$ cat src/rtl/axi_pad_pkg.sv
// Shared definitions for the AXI read/write latency padders: FSM states, the
// "keep current pad target" code, default AXI channel structs and helpers.
package axi_pad_pkg;

    typedef enum logic [1:0] {
        IDLE = 2'd0,
        BUSY = 2'd1,
        HOLD = 2'd2
    } pad_state_e;

    localparam logic [31:0] PadKeep = 32'hFFFF_FFFF;

    typedef struct packed {
        logic [3:0]  id;
        logic [31:0] addr;
        logic [7:0]  len;
        logic [0:0]  user;
    } axi_ax_chan_t;

    typedef struct packed {
        logic [31:0] data;
        logic [3:0]  strb;
        logic        last;
    } axi_w_chan_t;

    typedef struct packed {
        logic [3:0] id;
        logic [1:0] resp;
        logic [0:0] user;
    } axi_b_chan_t;

    typedef struct packed {
        logic [3:0]  id;
        logic [31:0] data;
        logic [1:0]  resp;
        logic        last;
    } axi_r_chan_t;

    typedef struct packed {
        axi_ax_chan_t aw;
        logic         aw_valid;
        axi_w_chan_t  w;
        logic         w_valid;
        logic         b_ready;
        axi_ax_chan_t ar;
        logic         ar_valid;
        logic         r_ready;
    } axi_req_t;

    typedef struct packed {
        logic        aw_ready;
        logic        w_ready;
        axi_b_chan_t b;
        logic        b_valid;
        logic        ar_ready;
        axi_r_chan_t r;
        logic        r_valid;
    } axi_resp_t;

    // The cycle counter sticks at all-ones instead of wrapping to zero.
    function automatic logic [31:0] sat_inc(input logic [31:0] value);
        return (value == PadKeep) ? value : value + 32'd1;
    endfunction

endpackage

$ cat src/rtl/axi_bus_if.sv
// Plain AXI4 bus bundle (subset of fields carried by the padders).
interface AXI_BUS;
    logic [3:0]  aw_id;
    logic [31:0] aw_addr;
    logic [7:0]  aw_len;
    logic        aw_valid;
    logic        aw_ready;
    logic [31:0] w_data;
    logic [3:0]  w_strb;
    logic        w_last;
    logic        w_valid;
    logic        w_ready;
    logic [3:0]  b_id;
    logic [1:0]  b_resp;
    logic        b_valid;
    logic        b_ready;
    logic [3:0]  ar_id;
    logic [31:0] ar_addr;
    logic [7:0]  ar_len;
    logic        ar_valid;
    logic        ar_ready;
    logic [3:0]  r_id;
    logic [31:0] r_data;
    logic [1:0]  r_resp;
    logic        r_last;
    logic        r_valid;
    logic        r_ready;

    modport Master (
        output aw_id, aw_addr, aw_len, aw_valid, input aw_ready,
        output w_data, w_strb, w_last, w_valid, input w_ready,
        input b_id, b_resp, b_valid, output b_ready,
        output ar_id, ar_addr, ar_len, ar_valid, input ar_ready,
        input r_id, r_data, r_resp, r_last, r_valid, output r_ready
    );

    modport Slave (
        input aw_id, aw_addr, aw_len, aw_valid, output aw_ready,
        input w_data, w_strb, w_last, w_valid, output w_ready,
        output b_id, b_resp, b_valid, input b_ready,
        input ar_id, ar_addr, ar_len, ar_valid, output ar_ready,
        output r_id, r_data, r_resp, r_last, r_valid, input r_ready
    );
endinterface

$ cat src/rtl/axi_pad_write_intf.sv
// AXI_BUS flavour of the write padder: maps bus signals onto the struct ports,
// with user fields tied to zero (the bus carries none).
module axi_pad_write_intf
    import axi_pad_pkg::*;
#(
    parameter logic [31:0] PadCycles  = 32'd0,
    parameter bit          PadDynamic = 1'b0
) (
    input  logic        clk_i,
    input  logic        rst_ni,
    AXI_BUS.Slave       slv,
    AXI_BUS.Master      mst,
    input  logic [31:0] pad_cycles_i,
    output logic [31:0] pad_cycles_o
);

    axi_req_t  w_slv_req;
    axi_req_t  w_mst_req;
    axi_resp_t w_slv_resp;
    axi_resp_t w_mst_resp;
    logic      w_unused;

    assign w_slv_req.aw       = '{id: slv.aw_id, addr: slv.aw_addr, len: slv.aw_len, user: 1'b0};
    assign w_slv_req.aw_valid = slv.aw_valid;
    assign w_slv_req.w        = '{data: slv.w_data, strb: slv.w_strb, last: slv.w_last};
    assign w_slv_req.w_valid  = slv.w_valid;
    assign w_slv_req.b_ready  = slv.b_ready;
    assign w_slv_req.ar       = '{id: slv.ar_id, addr: slv.ar_addr, len: slv.ar_len, user: 1'b0};
    assign w_slv_req.ar_valid = slv.ar_valid;
    assign w_slv_req.r_ready  = slv.r_ready;

    assign slv.aw_ready = w_slv_resp.aw_ready;
    assign slv.w_ready  = w_slv_resp.w_ready;
    assign slv.b_id     = w_slv_resp.b.id;
    assign slv.b_resp   = w_slv_resp.b.resp;
    assign slv.b_valid  = w_slv_resp.b_valid;
    assign slv.ar_ready = w_slv_resp.ar_ready;
    assign slv.r_id     = w_slv_resp.r.id;
    assign slv.r_data   = w_slv_resp.r.data;
    assign slv.r_resp   = w_slv_resp.r.resp;
    assign slv.r_last   = w_slv_resp.r.last;
    assign slv.r_valid  = w_slv_resp.r_valid;

    assign mst.aw_id    = w_mst_req.aw.id;
    assign mst.aw_addr  = w_mst_req.aw.addr;
    assign mst.aw_len   = w_mst_req.aw.len;
    assign mst.aw_valid = w_mst_req.aw_valid;
    assign mst.w_data   = w_mst_req.w.data;
    assign mst.w_strb   = w_mst_req.w.strb;
    assign mst.w_last   = w_mst_req.w.last;
    assign mst.w_valid  = w_mst_req.w_valid;
    assign mst.b_ready  = w_mst_req.b_ready;
    assign mst.ar_id    = w_mst_req.ar.id;
    assign mst.ar_addr  = w_mst_req.ar.addr;
    assign mst.ar_len   = w_mst_req.ar.len;
    assign mst.ar_valid = w_mst_req.ar_valid;
    assign mst.r_ready  = w_mst_req.r_ready;

    assign w_mst_resp.aw_ready = mst.aw_ready;
    assign w_mst_resp.w_ready  = mst.w_ready;
    assign w_mst_resp.b        = '{id: mst.b_id, resp: mst.b_resp, user: 1'b0};
    assign w_mst_resp.b_valid  = mst.b_valid;
    assign w_mst_resp.ar_ready = mst.ar_ready;
    assign w_mst_resp.r        = '{id: mst.r_id, data: mst.r_data, resp: mst.r_resp, last: mst.r_last};
    assign w_mst_resp.r_valid  = mst.r_valid;

    // User fields have no home on the bus side.
    assign w_unused = ^{w_mst_req.aw.user, w_mst_req.ar.user, w_slv_resp.b.user};

    axi_pad_write #(
        .PadCycles  (PadCycles),
        .PadDynamic (PadDynamic)
    ) i_pad (
        .clk_i        (clk_i),
        .rst_ni       (rst_ni),
        .slv_req_i    (w_slv_req),
        .slv_resp_o   (w_slv_resp),
        .mst_req_o    (w_mst_req),
        .mst_resp_i   (w_mst_resp),
        .pad_cycles_i (pad_cycles_i),
        .pad_cycles_o (pad_cycles_o)
    );

endmodule

$ cat src/rtl/axi_pad_write.sv
// AXI4 write-path latency padder: one write in flight, B released to the
// upstream master no earlier than pad_cycles after the AW handshake.
module axi_pad_write
    import axi_pad_pkg::*;
#(
    parameter logic [31:0] PadCycles  = 32'd0,
    parameter bit          PadDynamic = 1'b0,
    parameter type         req_t      = axi_req_t,
    parameter type         resp_t     = axi_resp_t,
    parameter type         b_chan_t   = axi_b_chan_t
) (
    input  logic        clk_i,
    input  logic        rst_ni,
    input  req_t        slv_req_i,
    output resp_t       slv_resp_o,
    output req_t        mst_req_o,
    input  resp_t       mst_resp_i,
    input  logic [31:0] pad_cycles_i,
    output logic [31:0] pad_cycles_o
);

    pad_state_e  r_state;
    pad_state_e  w_state_next;
    logic [31:0] r_counter;
    logic [31:0] w_counter_next;
    logic [31:0] r_pad_cycles;
    logic [31:0] w_pad_dyn;
    logic [31:0] w_pad_next;
    b_chan_t     r_b;
    b_chan_t     w_b_next;
    logic        w_b_valid;

    assign pad_cycles_o = r_pad_cycles;

    // FSM next state, counter/pad updates and channel gating.
    always_comb begin
        w_state_next   = r_state;
        w_counter_next = r_counter;
        w_pad_dyn      = r_pad_cycles;
        w_b_next       = r_b;
        w_b_valid      = 1'b0;
        mst_req_o      = slv_req_i;
        slv_resp_o     = mst_resp_i;
        mst_req_o.b_ready = 1'b0;
        slv_resp_o.b      = r_b;
        case (r_state)
            IDLE: begin
                if (slv_req_i.aw_valid && mst_resp_i.aw_ready) begin
                    w_counter_next = 32'd1;
                    w_state_next   = BUSY;
                end else begin
                    w_counter_next = 32'd0;
                    w_state_next   = IDLE;
                end
            end
            BUSY: begin
                mst_req_o.aw_valid  = 1'b0;
                slv_resp_o.aw_ready = 1'b0;
                mst_req_o.b_ready   = 1'b1;
                w_counter_next      = sat_inc(r_counter);
                // Dynamic mode stretches the target to cover the slowest write seen.
                if (PadDynamic && (sat_inc(r_counter) > r_pad_cycles)) begin
                    w_pad_dyn = sat_inc(r_counter);
                end else begin
                    w_pad_dyn = r_pad_cycles;
                end
                if (mst_resp_i.b_valid) begin
                    w_b_next     = mst_resp_i.b;
                    w_state_next = HOLD;
                end else begin
                    w_state_next = BUSY;
                end
            end
            HOLD: begin
                mst_req_o.aw_valid  = 1'b0;
                slv_resp_o.aw_ready = 1'b0;
                w_b_valid           = (r_counter >= r_pad_cycles);
                if (w_b_valid && slv_req_i.b_ready) begin
                    w_counter_next = 32'd0;
                    w_state_next   = IDLE;
                end else begin
                    w_counter_next = sat_inc(r_counter);
                    w_state_next   = HOLD;
                end
            end
            default: begin
                w_counter_next = 32'd0;
                w_state_next   = IDLE;
            end
        endcase
        slv_resp_o.b_valid = w_b_valid;
        // An explicit programming value always beats the dynamic update.
        w_pad_next = (pad_cycles_i != PadKeep) ? pad_cycles_i : w_pad_dyn;
    end

    // State, counter, pad target and captured B registers.
    always_ff @(posedge clk_i or negedge rst_ni) begin
        if (!rst_ni) begin
            r_state      <= IDLE;
            r_counter    <= 32'd0;
            r_pad_cycles <= PadCycles;
            r_b          <= '0;
        end else begin
            r_state      <= w_state_next;
            r_counter    <= w_counter_next;
            r_pad_cycles <= w_pad_next;
            r_b          <= w_b_next;
        end
    end

endmodule

$ cat src/flat_wrapper.sv
// flat-port wrapper written by rule: the top's interface ports become plain ports
module axi_pad_write_intf_flat import axi_pad_pkg::*;
#(
    parameter logic [31:0] PadCycles  = 32'd0,
    parameter bit          PadDynamic = 1'b0
)
  (clk_i, rst_ni, pad_cycles_i, pad_cycles_o, slv_aw_id, slv_aw_addr, slv_aw_len, slv_aw_valid, slv_aw_ready, slv_w_data, slv_w_strb, slv_w_last, slv_w_valid, slv_w_ready, slv_b_id, slv_b_resp, slv_b_valid, slv_b_ready, slv_ar_id, slv_ar_addr, slv_ar_len, slv_ar_valid, slv_ar_ready, slv_r_id, slv_r_data, slv_r_resp, slv_r_last, slv_r_valid, slv_r_ready, mst_aw_id, mst_aw_addr, mst_aw_len, mst_aw_valid, mst_aw_ready, mst_w_data, mst_w_strb, mst_w_last, mst_w_valid, mst_w_ready, mst_b_id, mst_b_resp, mst_b_valid, mst_b_ready, mst_ar_id, mst_ar_addr, mst_ar_len, mst_ar_valid, mst_ar_ready, mst_r_id, mst_r_data, mst_r_resp, mst_r_last, mst_r_valid, mst_r_ready);
  AXI_BUS slv_i ();
  AXI_BUS mst_i ();
  input  logic clk_i;
  input  logic rst_ni;
  input  logic [31:0] pad_cycles_i;
  output logic [31:0] pad_cycles_o;
  input wire logic [$bits(slv_i.aw_id)-1:0] slv_aw_id;
  input wire logic [$bits(slv_i.aw_addr)-1:0] slv_aw_addr;
  input wire logic [$bits(slv_i.aw_len)-1:0] slv_aw_len;
  input wire logic [$bits(slv_i.aw_valid)-1:0] slv_aw_valid;
  output wire logic [$bits(slv_i.aw_ready)-1:0] slv_aw_ready;
  input wire logic [$bits(slv_i.w_data)-1:0] slv_w_data;
  input wire logic [$bits(slv_i.w_strb)-1:0] slv_w_strb;
  input wire logic [$bits(slv_i.w_last)-1:0] slv_w_last;
  input wire logic [$bits(slv_i.w_valid)-1:0] slv_w_valid;
  output wire logic [$bits(slv_i.w_ready)-1:0] slv_w_ready;
  output wire logic [$bits(slv_i.b_id)-1:0] slv_b_id;
  output wire logic [$bits(slv_i.b_resp)-1:0] slv_b_resp;
  output wire logic [$bits(slv_i.b_valid)-1:0] slv_b_valid;
  input wire logic [$bits(slv_i.b_ready)-1:0] slv_b_ready;
  input wire logic [$bits(slv_i.ar_id)-1:0] slv_ar_id;
  input wire logic [$bits(slv_i.ar_addr)-1:0] slv_ar_addr;
  input wire logic [$bits(slv_i.ar_len)-1:0] slv_ar_len;
  input wire logic [$bits(slv_i.ar_valid)-1:0] slv_ar_valid;
  output wire logic [$bits(slv_i.ar_ready)-1:0] slv_ar_ready;
  output wire logic [$bits(slv_i.r_id)-1:0] slv_r_id;
  output wire logic [$bits(slv_i.r_data)-1:0] slv_r_data;
  output wire logic [$bits(slv_i.r_resp)-1:0] slv_r_resp;
  output wire logic [$bits(slv_i.r_last)-1:0] slv_r_last;
  output wire logic [$bits(slv_i.r_valid)-1:0] slv_r_valid;
  input wire logic [$bits(slv_i.r_ready)-1:0] slv_r_ready;
  output wire logic [$bits(mst_i.aw_id)-1:0] mst_aw_id;
  output wire logic [$bits(mst_i.aw_addr)-1:0] mst_aw_addr;
  output wire logic [$bits(mst_i.aw_len)-1:0] mst_aw_len;
  output wire logic [$bits(mst_i.aw_valid)-1:0] mst_aw_valid;
  input wire logic [$bits(mst_i.aw_ready)-1:0] mst_aw_ready;
  output wire logic [$bits(mst_i.w_data)-1:0] mst_w_data;
  output wire logic [$bits(mst_i.w_strb)-1:0] mst_w_strb;
  output wire logic [$bits(mst_i.w_last)-1:0] mst_w_last;
  output wire logic [$bits(mst_i.w_valid)-1:0] mst_w_valid;
  input wire logic [$bits(mst_i.w_ready)-1:0] mst_w_ready;
  input wire logic [$bits(mst_i.b_id)-1:0] mst_b_id;
  input wire logic [$bits(mst_i.b_resp)-1:0] mst_b_resp;
  input wire logic [$bits(mst_i.b_valid)-1:0] mst_b_valid;
  output wire logic [$bits(mst_i.b_ready)-1:0] mst_b_ready;
  output wire logic [$bits(mst_i.ar_id)-1:0] mst_ar_id;
  output wire logic [$bits(mst_i.ar_addr)-1:0] mst_ar_addr;
  output wire logic [$bits(mst_i.ar_len)-1:0] mst_ar_len;
  output wire logic [$bits(mst_i.ar_valid)-1:0] mst_ar_valid;
  input wire logic [$bits(mst_i.ar_ready)-1:0] mst_ar_ready;
  input wire logic [$bits(mst_i.r_id)-1:0] mst_r_id;
  input wire logic [$bits(mst_i.r_data)-1:0] mst_r_data;
  input wire logic [$bits(mst_i.r_resp)-1:0] mst_r_resp;
  input wire logic [$bits(mst_i.r_last)-1:0] mst_r_last;
  input wire logic [$bits(mst_i.r_valid)-1:0] mst_r_valid;
  output wire logic [$bits(mst_i.r_ready)-1:0] mst_r_ready;
  assign slv_i.aw_id = slv_aw_id;
  assign slv_i.aw_addr = slv_aw_addr;
  assign slv_i.aw_len = slv_aw_len;
  assign slv_i.aw_valid = slv_aw_valid;
  assign slv_aw_ready = slv_i.aw_ready;
  assign slv_i.w_data = slv_w_data;
  assign slv_i.w_strb = slv_w_strb;
  assign slv_i.w_last = slv_w_last;
  assign slv_i.w_valid = slv_w_valid;
  assign slv_w_ready = slv_i.w_ready;
  assign slv_b_id = slv_i.b_id;
  assign slv_b_resp = slv_i.b_resp;
  assign slv_b_valid = slv_i.b_valid;
  assign slv_i.b_ready = slv_b_ready;
  assign slv_i.ar_id = slv_ar_id;
  assign slv_i.ar_addr = slv_ar_addr;
  assign slv_i.ar_len = slv_ar_len;
  assign slv_i.ar_valid = slv_ar_valid;
  assign slv_ar_ready = slv_i.ar_ready;
  assign slv_r_id = slv_i.r_id;
  assign slv_r_data = slv_i.r_data;
  assign slv_r_resp = slv_i.r_resp;
  assign slv_r_last = slv_i.r_last;
  assign slv_r_valid = slv_i.r_valid;
  assign slv_i.r_ready = slv_r_ready;
  assign mst_aw_id = mst_i.aw_id;
  assign mst_aw_addr = mst_i.aw_addr;
  assign mst_aw_len = mst_i.aw_len;
  assign mst_aw_valid = mst_i.aw_valid;
  assign mst_i.aw_ready = mst_aw_ready;
  assign mst_w_data = mst_i.w_data;
  assign mst_w_strb = mst_i.w_strb;
  assign mst_w_last = mst_i.w_last;
  assign mst_w_valid = mst_i.w_valid;
  assign mst_i.w_ready = mst_w_ready;
  assign mst_i.b_id = mst_b_id;
  assign mst_i.b_resp = mst_b_resp;
  assign mst_i.b_valid = mst_b_valid;
  assign mst_b_ready = mst_i.b_ready;
  assign mst_ar_id = mst_i.ar_id;
  assign mst_ar_addr = mst_i.ar_addr;
  assign mst_ar_len = mst_i.ar_len;
  assign mst_ar_valid = mst_i.ar_valid;
  assign mst_i.ar_ready = mst_ar_ready;
  assign mst_i.r_id = mst_r_id;
  assign mst_i.r_data = mst_r_data;
  assign mst_i.r_resp = mst_r_resp;
  assign mst_i.r_last = mst_r_last;
  assign mst_i.r_valid = mst_r_valid;
  assign mst_r_ready = mst_i.r_ready;
  axi_pad_write_intf #(.PadCycles(PadCycles), .PadDynamic(PadDynamic)) u_core (.clk_i(clk_i), .rst_ni(rst_ni), .slv(slv_i), .mst(mst_i), .pad_cycles_i(pad_cycles_i), .pad_cycles_o(pad_cycles_o));
endmodule
$ cat config.mk
export PLATFORM = sky130hd
export DESIGN_NAME = axi_pad_write_intf_flat
export DESIGN_NICKNAME = d
export VERILOG_FILES = /design/src/rtl/axi_pad_pkg.sv /design/src/rtl/axi_bus_if.sv /design/src/rtl/axi_pad_write_intf.sv /design/src/rtl/axi_pad_write.sv /design/src/flat_wrapper.sv
export SDC_FILE = /design/constraint.sdc
export NUM_CORES = 1
export LEC_CHECK = 0
export ABC_AREA = 1
export CAP_MARGIN = 20
export CORE_AREA = 2 2 167 169
export DETAILED_ROUTE_END_ITERATION = 10
export DIE_AREA = 0 0 169 171
export GPL_TIMING_DRIVEN = 0
export HOLD_SLACK_MARGIN = 0.08
export PLACE_DENSITY_LB_ADDON = 0.2
export SYNTH_ARGS = -nofsm -noshare
export SYNTH_HDL_FRONTEND = slang
export SYNTH_SLANG_ARGS = --single-unit
$ cat constraint.sdc
create_clock -name clk_i -period 2.7 [get_ports clk_i]
set_clock_uncertainty 0.1 [all_clocks]
set_input_delay 0.675 -clock clk_i [delete_from_list [all_inputs] [get_ports clk_i]]
set_output_delay 0.675 -clock clk_i [all_outputs]
set_load 0.1 [all_outputs]
======== After elaboration in Yosys (flattened, before gate mapping) ========
Index checks and enable logic that the tools add are counted.
storage, ports and cells
  register bits ........................... 72
  output and inout bits ................... 212
operators by class
  add/subtract/negate cells ............... 1
  magnitude comparators ................... 1
  eq/ne operators ......................... 4
  mux-type cells .......................... 12
  reduce and logical (&&, ||, !) cells .... 5
operator list
  kind                                           number
  case mux 32 bit (3 select lines)               1
  two-way mux 32 bit                             2
  adder 32 x 1 -> 32 bit, second input constant  1
  == test 32 bit, second input constant          1
  greater-or-equal comparator 32 bit             1
  != test 32 bit, second input constant          1
  two-way mux 1 bit                              6
  case mux 2 bit (3 select lines)                1
  two-way mux 2 bit                              2
  == test 2 x 1 -> 1 bit, second input constant  1
  == test 2 bit, second input constant           1
  logical AND 1 bit                              2
  zero test 2 bit                                1
  AND reduction 2 bit                            1
  OR reduction 2 bit                             1

======== Depth between registers and ports, before layout ========
Gate-level depths: netlist (run 1).
  word-level depth ........................ 4
  mapped depth ............................ 18
  gate-level depth less buffers ........... 18

======== Modules after synthesis ========
Synthesis (run 1) repeated with hierarchy kept, for this count alone.
second synthesis, totals
  cell total of the unflattened synthesis .. 719
  area, all modules ....................... 5766.8 um^2
by module, submodules not included
  module              instances  cells an instance  area each (um^2)  seq. area each (um^2)
  axi_pad_write       1          718                5763.0            1826.8
  axi_pad_write_intf  1          1                  3.8               0.0

======== Worst setup path before layout (run 1) ========
OpenSTA, ideal clock, no wires.
  kind .................................... register -> output
  start point ............................. register u_core.i_pad.r_pad_cycles[15] (netlist: u_core.i_pad.pad_cycles_o[15])
  end point ............................... output port slv_b_valid
  arrival ................................. 3319 ps
  path slack .............................. -1394 ps
  stages on the path, launching flop included .. 11
  buffers on the path ..................... 0
  cells stage by stage .................... dfrtp_1 inv_1 ha_1 nand2_1 nor2_1 nand2_1 nor2_1 nor2_1 nand2_1 nand2_1 a21oi_1
between the ends
  longest elaborated chain between the ends .. 2
ends and longest elaborated chain
  item                                RTL line              source
  start, declared                     axi_pad_write.sv:26   logic [31:0] r_pad_cycles;
  start signal, assigned              axi_pad_write.sv:101  r_pad_cycles <= PadCycles;
  start signal, assigned              axi_pad_write.sv:106  r_pad_cycles <= w_pad_next;
  greater-or-equal comparator 32 bit  axi_pad_write.sv:77   w_b_valid = (r_counter >= r_pad_cycles);
  two-way mux 1 bit                   axi_pad_write.sv:46   case (r_state)
  end, declared                       flat_wrapper.sv:26    output wire logic [$bits(slv_i.b_valid)-1:0] slv_b_valid;
No other way between the ends.

======== Worst setup path after layout (run 1) ========
  start point ............................. register u_core.i_pad.r_pad_cycles[28] (netlist: u_core.i_pad.pad_cycles_o[28])
  end point ............................... output port slv_b_valid
Same word-level chain as after synthesis.

==> summary.txt, run 1 <==
Timing
  • Slew margin rel.: 31.6%
  • FMAX: around 350 MHz
  • RSZ-0062 raised after global routing: true
  • Period utilisation layout: 107%
  • Hold slack final: approximately 0.17 ns
  • Fin worst setup slack: -0.188 ns
  • # setup viols final: 1
  • Worst Tran Pin Value: 1.02 ns
  • Setup TNS: -0.188 ns
  • Final hold violations: 0
  • Fin crit period: just under 3 ns
  • Max-slew violations: 0

CTS
  • Root buffer cell: clkbuf_16
  • Clk_lat worst skew: 0.34 ns
  • H-tree depth: 3
  • Clk pin slew, worst setup/hold paths: roughly 0.060 ns
  • CTS tree: done
  • Max Buffers Root-to-Sink: 2
  • TritonCTS Buffers: 9
  • Post-CTS Hold Buffers: 0
  • Sink Count: 72

Die
  • Core ar.: 27300 µm²
  • Starting density of the core: roughly a fifth
  • # rows: 61
  • Die X: 169 µm
  • Die extent in y: between 150 and 200 µm
  • I/O pins: approximately 430
  • Full die area: between 20000 and 30000 µm²

Layout
  • Fin util: 35.0%
  • Nets@finish: 1277
  • Layout cells sized above 1: between 30% and 40%
  • Synthesis-to-finish area growth: 64.3%
  • Commonest cells after routing, fill and taps aside: 242 x clkdlybuf4s50_1, 180 x buf_4, 130 x nand2_1, 48 x nor2_1, 45 x inv_1
  • Ant diodes: 0
  • Most common cell after layout, fill and taps aside: clkdlybuf4s50_1

Logic synthesis
  • #FFs+latches synth: 72
  • Synthesized area: slightly below 6000 µm²
  • Seq/Total Area, Yosys: 31.0%
  • YS warnings: 0
  • Synth cell types: 36
  • Syn avg cell area: 7.74 µm²
  • Post-Synthesis Cells: between 700 and 800
  • Syn Nets: 1003

Placed design
  • Post-DP HPWL: 15800 µm
  • I/O Buffers: 255
  • Final Wtd Congestion: roughly 0.86

Run status
  • Failing checks: negative setup slack
  • Outcome: complete, but fails checks

Drt
  • Final WL: 19000 µm
  • Iteration-0 DRC Markers: 232
  • Via density: 4.08
  • DRT antenna net count: 0
  • Via count: 5616
  • DRC viols: 0
  • WL/cell: between 10 and 15 µm
  • Drt pass-1 iters: 6

Worst setup path
  • CP Max Fanout: 2
  • CP arrival: 2.11 ns
  • CP Class: flip-flop to primary output
  • WP data required: ~1.9 ns
  • CP peak stage delay: 0.41 ns
  • Critical-path cell list: inv_2, ha_1, nand2_1, nor2_4, nand4_1, nor2_2, nand2_2, a21oi_4, buf_12
  • CP max stage cell: dfrtp_4
  • R2r setup slk: 0.21 ns
  • CP Launch Type: flip-flop
  • Critical path capture point type: primary output

Worst hold path
  • HP Class: primary input to async pin

Global route
  • First-pass GRT wire length: between 20000 and 30000 µm
  • Overflow after GRT: 0
  • Largest net degree at the start of global routing: 46
  • Gr usage total: around an eighth
  • Initial antenna violation count: 0
  • Vias in the first global route: 5238

Power and ir drop
  • PwrDens: 555 nW/µm²
  • Max VDD drop: slightly below 0.0007 V
  • Leakage: 4.36 nW

Flow run
  • Max Cap Viol: 0
-- power by group --
group	switching [W]	internal [W]	leakage, nW
Clock	0.000485	0.000707	0.141
Combinational	0.00213	0.000720	3.36
Sequential	0.0000712	0.00119	0.858
-- cells in the mapped netlist, drive strengths merged --
cell type	n	area [µm²]
buf	174	1310
nand2	143	554
inv	74	278
dfrtp	72	1800
nor2	58	225
a21oi	42	221
o21ai	39	195
ha	37	463
nand3	28	150
nand4	22	144
nor3	15	119
clkbuf	9	33.8
mux2	7	78.8
o211ai	7	52.6
a21o	6	45.0
xnor2	4	35.0
xor2	4	35.0
or2	3	18.8
nor4	2	12.5
o21a	2	15.0
a21boi	1	7.51
a31oi	1	6.26
mux2i	1	10.0
nor3b	1	7.51
-- final cells by class --
cell class,count,area (µm²)
clock inverters,6,61.3
plain buffers,183,1340
multi-input cells,423,2620
fillers,2879,17800
clock buffers,9,225
well taps,346,433
flip-flops and latches,72,1940
inverters,74,295
repair buffers,263,2640
-- metrics by stage --
stage,setup slack (ns),power (W),instance area [µm²],cells
2_1_floorplan,-0.0521,0.00346,6070,752
3_3_place_gp,-2.56,0.00413,9050,1353
5_1_grt,-0.296,0.00552,9550,1376
3_5_place_dp,-0.886,0.00414,9080,1354
4_1_cts,-0.254,0.00536,9390,1369
6_report,-0.188,0.00530,9550,1376
-- logic make-up after synthesis --
family / after synthesis / share of synthesized area [%]
buffers and inverters: 257 / 27.8
adders and majority gates: 37 / 7.96
AOI/OAI and AO/OA: 98 / 9.34
muxes: 8 / 1.53
and+or+nand+nor: 272 / 21.2
xor gates and xnor gates: 8 / 1.20
DFF: 72 / 31.0
-- routing by layer --
metal,global-route usage (%),routed length (µm),up-vias
li1,-,-,2818
met1,15.4,8110,2547
met3,2.29,1350,6
met4,2.42,63,0
met2,21.9,9520,245
met5,0,0,-
-- state kept, by name, indices dropped and copies added (netlist names) --
| register | cells |
|---|---|
| u_core.i_pad.r_counter | 32 |
| u_core.i_pad.pad_cycles_o | 32 |
| u_core.i_pad.slv_resp_o | 6 |
| u_core.i_pad.r_state | 2 |
-- final timing paths --
check,depth (start not counted),start,end
min,1,rst_ni,u_core.i_pad.pad_cycles_o[5]$_DFFE_PN0P_
max reg2reg,14,u_core.i_pad.pad_cycles_o[17]$_DFFE_PN0P_,u_core.i_pad.r_counter[17]$_DFF_PN0_
max in group asynchronous,2,rst_ni,u_core.i_pad.r_counter[31]$_DFF_PN0_
min reg2reg,1,u_core.i_pad.slv_resp_o[48]$_DFFE_PN0P_,u_core.i_pad.slv_resp_o[48]$_DFFE_PN0P_
min in group clk_i,1,u_core.i_pad.slv_resp_o[48]$_DFFE_PN0P_,u_core.i_pad.slv_resp_o[48]$_DFFE_PN0P_
max,9,u_core.i_pad.pad_cycles_o[28]$_DFFE_PN0P_,slv_b_valid
-- critical path: cells and delay by family (launching register included) --
| family | cells | cell delay, ns |
|---|---|---|
| simple gates | 5 | 0.68 |
| flops | 1 | 0.41 |
| fa+ha+maj | 1 | 0.26 |
| buf+inv | 2 | 0.23 |
| compound gates | 1 | 0.16 |
-- repair_timing --
action                                  CTS  global route
resized for setup                        29            38
pin swaps                                 0            11
buffers inserted                          0             7
endpoints found under the setup margin   51            16
(Power assumes the default switching activity.)
==> run 2: changes to the inputs <==
- CTS_CLUSTER_DIAMETER: not set -> 150
==> results of run 2 <==
Final layout, timing and power as in run 1 (identical DEF).
==> run 3: changes to the inputs <==
- CORE_AREA: 2 2 167 169 -> 2 2 165 167
- DIE_AREA: 0 0 169 171 -> 0 0 167 169
- clock period: 2.7 -> 3.65 ns (I/O delays scaled with it)
==> run 3 against run 2 <==
The flow now finishes without violations. Non-clock buffer count down 6. Clock power is 13% lower. Flip-flop and latch count is the same. First-iteration DRC count down 1.3%. Die area is 2.3% lower. Critical path depth shrank 5. Via count is 0.16% lower. Power fell by 24%. Global-route usage up 1.3 points. Critical endpoint is now mst_aw_valid. Largest cell class unchanged.
==> summary.txt, run 3 (synthesis results as in run 1) <==
Flow run
  • Max Cap Viol: 0

Global route
  • First-pass GRT wire length: 30100 µm
  • Overflow after GRT: 0
  • Largest net degree at the start of global routing: 65
  • Gr usage total: 13.5%
  • Initial antenna violation count: 0
  • Vias in the first global route: 5422

Worst setup path
  • Critical-path cell list: clkdlybuf4s50_1, inv_1, nor2_1, dlygate4sd2_1
  • R2R cell count: 11
  • CP Launch Type: primary input
  • RR Startpoint: u_core.i_pad.r_counter[25]$_DFF_PN0_
  • Critical path capture point type: primary output
  • CP peak stage delay: roughly 0.86 ns
  • CP Max Fanout: 2
  • Crit Reg-Reg Endpoint: u_core.i_pad.r_counter[1]$_DFF_PN0_
  • CP max stage cell: dlygate4sd2_1
  • CP Class: primary input to primary output
  • R2r setup slk: 0.92 ns
  • WP data required: ~2.6 ns
  • CP arrival: 2.43 ns

Power and ir drop
  • Leakage: approximately 4.4 nW
  • Max VDD drop: between 0.0003 and 0.0004 V
  • PwrDens: 441 nW/µm²

Die
  • Die X: 167 µm
  • Full die area: approximately 28000 µm²
  • Die extent in y: around 170 µm
  • Starting density of the core: 21.9%
  • # rows: 60
  • Core ar.: 26500 µm²
  • I/O pins: between 400 and 500

Timing
  • Period utilisation layout: 94.2%
  • Slew margin rel.: 29.3%
  • Fin crit period: 3.44 ns
  • Final hold violations: 0
  • Setup TNS: 0 ns
  • Worst Tran Pin Value: 1.06 ns
  • # setup viols final: 0
  • Fin worst setup slack: 0.211 ns
  • FMAX: 291 MHz
  • RSZ-0062 raised after global routing: false
  • Max-slew violations: 0

CTS
  • Clk pin slew, worst setup/hold paths: 0.06 ns
  • Clk_lat worst skew: 0.34 ns
  • CTS tree: done
  • Sink Count: 72
  • TritonCTS Buffers: 9
  • Post-CTS Hold Buffers: 0
  • H-tree depth: 3
  • Max Buffers Root-to-Sink: 2
  • Root buffer cell: clkbuf_16

Placed design
  • Final Wtd Congestion: between 0.8 and 0.9
  • Post-Place Setup Slack: -0.151 ns
  • I/O Buffers: 255
  • Post-DP HPWL: approximately 17000 µm

Drt
  • Via density: around 4.1
  • Iteration-0 DRC Markers: 229
  • Drt pass-1 iters: 4
  • WL/cell: 14.7 µm
  • DRT antenna net count: 0
  • Via count: around 5600
  • Final WL: 20100 µm
  • DRC viols: 0

Layout
  • Layout cells sized above 1: 22.2%
  • Synthesis-to-finish area growth: 58.0%
  • Nets@finish: 1271
  • Commonest cells after routing, fill and taps aside: 251 x clkdlybuf4s50_1, 173 x buf_4, 138 x nand2_1, 72 x dfrtp_1, 69 x inv_1
  • Most common cell after layout, fill and taps aside: clkdlybuf4s50_1
  • Ant diodes: 0
  • # fillers: 2788

Worst hold path
  • HP Class: primary input to async pin

Run status
  • Outcome: complete, no violations
[run 3: cell type report]
class	count	area (µm²)	share of cell area, %
Inverter	74	278	3.02
Tap cell	341	427	4.64
Clock buffer	10	229	2.49
Clock inverter	6	116	1.27
Sequential cell	72	1800	19.6
Timing Repair Buffer	257	2590	28.2
Multi-Input combinational cell	423	2410	26.2
Buffer	183	1340	14.6
[run 3: power breakdown]
| part | switching [W] | internal [W] |
|---|---|---|
| registers | 0.0000491 | 0.000870 |
| logic | 0.00156 | 0.000528 |
| clock network | 0.000365 | 0.000673 |
[run 3: critical path: cells and delay by family]
| kind | cells | cell delay, ns |
|---|---|---|
| buffers and inverters | 3 | 1.43 |
| AND/OR/NAND/NOR | 1 | 0.08 |
[run 3: per-layer routing]
metal	share of wire (%)	global-route usage (%)	vias to the layer above	wire (µm)
met5	0	0	-	0
met3	7.3	3.46	12	1460
li1	-	-	2810	-
met4	0.88	3.07	0	176
met2	52	24.2	231	10400
met1	40	16.2	2554	8020
[run 3: stage by stage]
| stage | power [W] | std cells | cell area, µm² | utilization [%] | hold WS, ns |
|---|---|---|---|---|---|
| after global routing | 0.00421 | 1366 | 9190 | 34.7 | 0.302 |
| after CTS | 0.00410 | 1366 | 9200 | 34.7 | 0.297 |
| after detailed placement | 0.00305 | 1350 | 8850 | 33.4 | 0.392 |
| after floorplan | 0.00253 | 752 | 5830 | - | 0.485 |
| after global placement | 0.00303 | 1348 | 8810 | 33.2 | 0.386 |
| final | 0.00405 | 1366 | 9190 | 34.7 | 0.302 |
[run 3: repair_timing]
item / CTS / global route
resized for setup: 5 / 2
setup endpoints to repair: 3 / 1
buffers inserted: 0 / 0
[run 3: worst max-delay path by stage]
stage / startpoint / to / slack, ns / cells after the start
detailed placement: u_core.i_pad.r_counter[15]$_DFF_PN0_ / slv_b_valid / -0.15 / 10
floorplan: u_core.i_pad.pad_cycles_o[15]$_DFFE_PN0P_ / slv_b_valid / 0.18 / 10
CTS: u_core.i_pad.r_counter[15]$_DFF_PN0_ / slv_b_valid / 0.07 / 10
global placement: rst_ni / u_core.i_pad.pad_cycles_o[13]$_DFFE_PN0P_ / -1.30 / 1
finish: slv_aw_valid / mst_aw_valid / 0.21 / 4
global route: u_core.i_pad.r_counter[15]$_DFF_PN0_ / slv_b_valid / 0.07 / 10
